<file path="config.mk">
export PLATFORM = sky130hd
export DESIGN_NAME = noc_trace_recorder_flat
export DESIGN_NICKNAME = d
export VERILOG_FILES = /design/src/rtl/noc_trace_recorder_if.sv /design/src/rtl/noc_trace_recorder.sv /design/src/flat_wrapper.sv
export SDC_FILE = /design/constraint.sdc
export NUM_CORES = 1
export LEC_CHECK = 0
export BUFFER_PORTS_ARGS = -buffer_cell sky130_fd_sc_hd__buf_2
export CAP_MARGIN = 15
export CORE_UTILIZATION = 60
export DETAILED_ROUTE_END_ITERATION = 16
export PLACE_DENSITY = 0.78
export SLEW_MARGIN = 20
export SYNTH_ARGS = -nofsm -noshare
export SYNTH_HDL_FRONTEND = slang
export SYNTH_SLANG_ARGS = --single-unit
</file>
<file path="constraint.sdc">
create_clock -name clk -period 3.8 [get_ports clk]
set_input_delay 0.76 -clock clk [delete_from_list [all_inputs] [get_ports clk]]
set_output_delay 0.76 -clock clk [all_outputs]
set_load 0.01 [all_outputs]
</file>
<file path="src/rtl/noc_trace_recorder_if.sv">
// Trace recorder bus bundle: the monitored NoC injection handshake plus the
// outgoing trace-entry stream. The recorder takes the slave view; whatever
// drives the injection port and sinks the trace stream takes the master view.
interface noc_trace_recorder_if #(
    parameter int A_W   = 8,
    parameter int VC_W  = 4,
    parameter int IDX_W = 10
);
    logic             mon_valid;
    logic             mon_ready;
    logic [VC_W-1:0]  mon_vc;
    logic [A_W-1:0]   mon_dest;
    logic             mon_stall;
    logic             tr_valid;
    logic             tr_ready;
    logic [15:0]      tr_data;
    logic [IDX_W-1:0] tr_index;

    modport slave (
        input  mon_valid, mon_ready, mon_vc, mon_dest, tr_ready,
        output mon_stall, tr_valid, tr_data, tr_index
    );

    modport master (
        output mon_valid, mon_ready, mon_vc, mon_dest, tr_ready,
        input  mon_stall, tr_valid, tr_data, tr_index
    );
endinterface

</file>
<file path="src/rtl/noc_trace_recorder.sv">
// noc_trace_recorder: passively watches a PE's NoC injection handshake, packs
// each accepted packet into a 16-bit trace entry
// {unused[2:0], stop_bit, vc[3:0], dest[7:0]}, buffers entries in a small FIFO
// and streams them to a trace-memory writer. The last entry of a recording
// carries stop_bit=1 so the stream replays directly as trace traffic.
// Optional build macro NOC_TRACE_RECORDER_STALL_EN: registered mon_stall
// asserted in RECORD while the FIFO is within one slot of full.
module noc_trace_recorder #(
    parameter int A_W         = 8,
    parameter int VC_W        = 4,
    parameter int FIFO_DEPTH  = 16,
    parameter int MAX_ENTRIES = 1024
) (
    input  logic                 clk,
    input  logic                 rst,
    input  logic                 start,
    input  logic                 stop,
    noc_trace_recorder_if.slave  bus,
    output logic                 busy,
    output logic                 done,
    output logic                 overflow,
    output logic [15:0]          drop_count
);
    localparam int PTR_W = (FIFO_DEPTH > 1) ? $clog2(FIFO_DEPTH) : 1;
    localparam int CNT_W = PTR_W + 1;
    localparam int IDX_W = $clog2(MAX_ENTRIES);
    localparam int ENT_W = $clog2(MAX_ENTRIES) + 1;
    localparam logic [ENT_W-1:0] ENT_LIMIT = ENT_W'(MAX_ENTRIES - 1);
    localparam logic [CNT_W-1:0] FIFO_FULL = CNT_W'(FIFO_DEPTH);
    localparam logic [15:0]      SENTINEL  = 16'hF000;

    typedef enum logic [1:0] {IDLE, RECORD, FLUSH, DONE} state_t;

    state_t             state_reg, state_next;
    logic [15:0]        mem [FIFO_DEPTH];
    logic [PTR_W-1:0]   wr_ptr_reg, rd_ptr_reg;
    logic [CNT_W-1:0]   fifo_count_reg, fifo_count_next;
    logic [ENT_W-1:0]   entry_count_reg;
    logic [IDX_W-1:0]   index_reg;
    logic               overflow_reg;
    logic [15:0]        drop_count_reg;

    logic               capture, fifo_empty, fifo_full, sentinel;
    logic               handshake, pop, push, drop, limit_hit, start_rec;
    logic [15:0]        entry;
    logic [15:0]        head;

    // Capture / FIFO status decode
    assign capture    = bus.mon_valid & bus.mon_ready;
    assign fifo_empty = (fifo_count_reg == '0);
    assign fifo_full  = (fifo_count_reg == FIFO_FULL);
    // In FLUSH nothing is pushed and the FSM leaves as soon as the stop entry is
    // taken, so an empty FIFO in FLUSH can only mean FLUSH was entered empty.
    assign sentinel   = (state_reg == FLUSH) && fifo_empty;
    assign handshake  = bus.tr_valid & bus.tr_ready;
    assign pop        = handshake & ~fifo_empty;
    assign limit_hit  = (entry_count_reg >= ENT_LIMIT);
    // A pop in the same cycle frees a slot, so a full FIFO still accepts.
    assign push       = (state_reg == RECORD) && capture && (!fifo_full || pop) && !limit_hit;
    // Captures after the entry limit forced FLUSH are still accounted as drops.
    assign drop       = capture && (((state_reg == RECORD) && !push) ||
                                    ((state_reg == FLUSH) && limit_hit));
    assign start_rec  = start && ((state_reg == IDLE) || (state_reg == DONE));
    assign entry      = {3'b000, 1'b0, 4'(bus.mon_vc), 8'(bus.mon_dest)};
    assign head       = mem[rd_ptr_reg];

    assign bus.tr_valid = !fifo_empty || sentinel;
    assign bus.tr_index = index_reg;
    assign busy         = (state_reg == RECORD) || (state_reg == FLUSH);
    assign done         = (state_reg == DONE);
    assign overflow     = overflow_reg;
    assign drop_count   = drop_count_reg;

    // Output entry: FIFO head with the stop bit forced on the final buffered entry
    always_comb begin
        bus.tr_data = '0;
        if (!fifo_empty) begin
            bus.tr_data = head;
            if ((state_reg == FLUSH) && (fifo_count_reg == CNT_W'(1))) begin
                bus.tr_data[12] = 1'b1;
            end
        end else if (sentinel) begin
            bus.tr_data = SENTINEL;
        end
    end

    // Next-state logic for the recording FSM
    always_comb begin
        state_next = state_reg;
        case (state_reg)
            IDLE:   if (start) state_next = RECORD;
            RECORD: if (stop || (push && ((entry_count_reg + ENT_W'(1)) == ENT_LIMIT)))
                        state_next = FLUSH;
            FLUSH:  if (handshake && (fifo_count_reg <= CNT_W'(1))) state_next = DONE;
            DONE:   if (start) state_next = RECORD;
            default: state_next = IDLE;
        endcase
    end

    // Next FIFO occupancy; a new recording always starts from an empty FIFO
    always_comb begin
        fifo_count_next = fifo_count_reg;
        if (start_rec) begin
            fifo_count_next = '0;
        end else begin
            case ({push, pop})
                2'b10:   fifo_count_next = fifo_count_reg + CNT_W'(1);
                2'b01:   fifo_count_next = fifo_count_reg - CNT_W'(1);
                default: fifo_count_next = fifo_count_reg;
            endcase
        end
    end

    // FSM state register
    always_ff @(posedge clk or posedge rst) begin
        if (rst) state_reg <= IDLE;
        else     state_reg <= state_next;
    end

    // FIFO pointers and occupancy
    always_ff @(posedge clk or posedge rst) begin
        if (rst) begin
            wr_ptr_reg     <= '0;
            rd_ptr_reg     <= '0;
            fifo_count_reg <= '0;
        end else begin
            fifo_count_reg <= fifo_count_next;
            if (start_rec) begin
                wr_ptr_reg <= '0;
                rd_ptr_reg <= '0;
            end else begin
                if (push) wr_ptr_reg <= wr_ptr_reg + PTR_W'(1);
                if (pop)  rd_ptr_reg <= rd_ptr_reg + PTR_W'(1);
            end
        end
    end

    // Entry storage; contents are don't-care whenever the count says empty
    always_ff @(posedge clk) begin
        if (push) mem[wr_ptr_reg] <= entry;
    end

    // Pushed-entry count and output sequence number, both per recording
    always_ff @(posedge clk or posedge rst) begin
        if (rst) begin
            entry_count_reg <= '0;
            index_reg       <= '0;
        end else if (start_rec) begin
            entry_count_reg <= '0;
            index_reg       <= '0;
        end else begin
            if (push)      entry_count_reg <= entry_count_reg + ENT_W'(1);
            if (handshake) index_reg       <= index_reg + IDX_W'(1);
        end
    end

    // Sticky overflow flag and saturating drop counter
    always_ff @(posedge clk or posedge rst) begin
        if (rst) begin
            overflow_reg   <= 1'b0;
            drop_count_reg <= '0;
        end else if (start_rec) begin
            overflow_reg   <= 1'b0;
            drop_count_reg <= '0;
        end else if (drop) begin
            overflow_reg <= 1'b1;
            if (drop_count_reg != 16'hFFFF) drop_count_reg <= drop_count_reg + 16'd1;
        end
    end

`ifdef NOC_TRACE_RECORDER_STALL_EN
    logic stall_reg;

    // Registered stall: computed from next-cycle state/occupancy so it lines up
    // with the cycle in which the FIFO is within one slot of full
    always_ff @(posedge clk or posedge rst) begin
        if (rst) stall_reg <= 1'b0;
        else     stall_reg <= (state_next == RECORD) &&
                              (fifo_count_next >= CNT_W'(FIFO_DEPTH - 1));
    end

    assign bus.mon_stall = stall_reg;
`else
    assign bus.mon_stall = 1'b0;
`endif

endmodule
</file>
<file path="src/flat_wrapper.sv">
// flat-port wrapper written by rule: the top's interface ports become plain ports
module noc_trace_recorder_flat 
#(
    parameter int A_W         = 8,
    parameter int VC_W        = 4,
    parameter int FIFO_DEPTH  = 16,
    parameter int MAX_ENTRIES = 1024
)
  (clk, rst, start, stop, busy, done, overflow, drop_count, bus_mon_valid, bus_mon_ready, bus_mon_vc, bus_mon_dest, bus_tr_ready, bus_mon_stall, bus_tr_valid, bus_tr_data, bus_tr_index);
  noc_trace_recorder_if #(.A_W(A_W), .VC_W(VC_W)) bus_i ();
  input  logic clk;
  input  logic rst;
  input  logic start;
  input  logic stop;
  output logic busy;
  output logic done;
  output logic overflow;
  output logic [15:0] drop_count;
  input wire logic [$bits(bus_i.mon_valid)-1:0] bus_mon_valid;
  input wire logic [$bits(bus_i.mon_ready)-1:0] bus_mon_ready;
  input wire logic [$bits(bus_i.mon_vc)-1:0] bus_mon_vc;
  input wire logic [$bits(bus_i.mon_dest)-1:0] bus_mon_dest;
  input wire logic [$bits(bus_i.tr_ready)-1:0] bus_tr_ready;
  output wire logic [$bits(bus_i.mon_stall)-1:0] bus_mon_stall;
  output wire logic [$bits(bus_i.tr_valid)-1:0] bus_tr_valid;
  output wire logic [$bits(bus_i.tr_data)-1:0] bus_tr_data;
  output wire logic [$bits(bus_i.tr_index)-1:0] bus_tr_index;
  assign bus_i.mon_valid = bus_mon_valid;
  assign bus_i.mon_ready = bus_mon_ready;
  assign bus_i.mon_vc = bus_mon_vc;
  assign bus_i.mon_dest = bus_mon_dest;
  assign bus_i.tr_ready = bus_tr_ready;
  assign bus_mon_stall = bus_i.mon_stall;
  assign bus_tr_valid = bus_i.tr_valid;
  assign bus_tr_data = bus_i.tr_data;
  assign bus_tr_index = bus_i.tr_index;
  noc_trace_recorder #(.A_W(A_W), .VC_W(VC_W), .FIFO_DEPTH(FIFO_DEPTH), .MAX_ENTRIES(MAX_ENTRIES)) u_core (.clk(clk), .rst(rst), .start(start), .stop(stop), .bus(bus_i), .busy(busy), .done(done), .overflow(overflow), .drop_count(drop_count));
endmodule
</file>
==> metrics.cfg <==
[outcome]
status=completed

[routing]
drtAntennaViolNets=0
drt_iter0_drc=511
drt-total-wl_mm=22.4
route.detailed.drc=0
drtPass1Iterations=4
viasPerCell=6.20
wl_per_cell_um=23.6
vias=5900

[timing]
slew_headroom_pct=33.3
setup_ws_ns=0.221
period_needed_ns=3.58
rsz0062_at_grt=false
hold_ws_ns=0.407
hold_viol=0
setup_tns_ns=0
drv_slew=0
fin_crit_sh_pct=94.2
worstMarginPinSlew_ns=1.00
final-setup-viol-count=0
fmax_ghz=0.279
skew_ns=0.0137

[cells_and_area]
layoutNonFillerInstCount=952
area_growth_pct=14.7
fin_nets=749
layout_common_cells=edfxtp_1, buf_2, mux4_2
drive_gt1_share_pct=28.6
largest_register_ffs=192
antenna_cells=0
layout.cells.most_common=edfxtp_1

[die]
core_area_um2=16800
die_x_um=134
dieArea_um2=17900
die_h_um=134
rows=47
start_util_pct=62.2
pin_count=66

[global_routing]
use_met3_pct=4.12
use_met2_pct=44.4
grt_max_degree=54
grt_overflow_total=0
grt_pass1_vias=5957
top_usage_layer=met2
grt_pass1_wl_mm=34.3
use_met1_pct=34.6
track_usage_pct=26.1
antenna_found_initial=0

[clocking]
cts_hold_buffers=0
cts_made_buffers=26
cts_setup_buffers=0
clk_pin_slew_ns=0.06
clock_sinks=245
cts-root-buf=clkbuf_16
cts-htree-levels=1
cts_buffer_depth=3
cts_tree=yes
clock_latency_ns=0.52
ctsResizeCount=0

[power_and_ir_drop]
p_total_w=0.00743
leakage_nw=4.36
ir_worst_vdd_mv=0.359
powerDensity_nw_per_um2=621

[flow_run]
drv_cap=0

[logic_synthesis]
synth_nets=661
ys_seq_elements=245
netlist_area_um2=10400
yosysSeqAreaShare_pct=68.0
yosysUniqueCellTypes=47
avgSynthCellArea_um2=16.7
synthCells=624
synthArstFlopShare_pct=21.6
synth_flop_cell=edfxtp_1
synth_edf_count=192
ys_warn_count=0

[critical_path]
cp_top_family=multiplexers
timing.critical_path.mode_cell=mux4_2
worstPathRequired_ns=3.04
crit_chain=buf_12, mux4_2, mux4_2, nor2b_1, buf_2
path_class=flip-flop to output port
cp_slowest_cell=mux4_2
critPathMaxFanout=44
cp-end-kind=output port
critPathLaunchType=flip-flop
worstPathBufferInverterCount=2
cp_data_arrival_time_ns=2.82
slowest_delay_ns=0.56

[placement]
gp_congestion=0.824
dp_cells=904
hpwl_mm=13.3
dpl_worst_slack_ns=0.741
port_buffers=64

[min_path]
hp-class=primary input to async pin

[per-stage QoR]
stage / utilization [%] / area, µm²
finish: 71.4 / 12000
global route: 71.4 / 12000
CTS: 71.4 / 12000
detailed placement: 66.5 / 11200
global placement: 66.5 / 11200
floorplan: - / 10400
[logic make-up after synthesis]
| group | share of synthesized area, % |
|---|---|
| buffers and inverters | 2.27 |
| XOR/XNOR | 3.36 |
| AO/OA/AOI/OAI | 1.99 |
| multiplexers | 13.2 |
| adder cells (fa/ha/maj) | 2.16 |
| flip-flops | 68.0 |
| other | 0.0360 |
| AND/OR/NAND/NOR | 8.95 |
[area by class of cell]
type                    instances  area [µm²]
clock buffers                  31         669
clock inverters                17         144
fillers                      1016        4790
inverters                      16        61.3
multi-input cells             328        3160
flip-flops and latches        245        7090
well taps                     220         275
repair buffers                 95         566
[where the power goes]
part	switching [W]	leakage, nW	total (W)	internal, W
combinational	0.000975	1.51	0.00188	0.000905
sequential	0.000160	2.45	0.00315	0.00299
clock	0.00100	0.405	0.00240	0.00140
total	0.00214	4.36	0.00743	0.00529
[layer usage]
metal,vias to the layer above,share of wire (%),wire length [µm]
li1,2575,-,-
met1,2990,40,8920
met2,276,51,11500
met3,59,6.3,1410
met4,0,2.8,626
met5,-,0,0
[worst paths after layout]
check                                     startpoint                endpoint  slack (ns)  cells past startpoint
max                             u_core.rd_ptr_reg[0]          bus_tr_data[4]        0.22                      5
max reg2reg                u_core.entry_count_reg[0]        u_core.mem[8][3]        0.65                      7
min                                              rst  u_core.bus.tr_index[8]        0.41                      2
min reg2reg                          u_core.overflow         u_core.overflow        0.51                      2
min in group clk                     u_core.overflow         u_core.overflow        0.51                      2
max in group asynchronous                        rst    u_core.rd_ptr_reg[0]        2.79                      2
[cells in the mapped netlist (12+ instances only)]
library cell	n	share of area, %
edfxtp_1	192	55
mux4_2	60	13
dfrtp_1	53	13
nor2_1	52	1.9
nand2_1	23	0.83
xnor2_1	20	1.7
xor2_1	20	1.7
clkbuf_1	19	0.68
ha_1	18	2.2
inv_1	16	0.58
nand4_1	16	0.96
nor2b_1	14	0.84
nor4_1	12	0.72
Power figures use the tool's default switching activity.
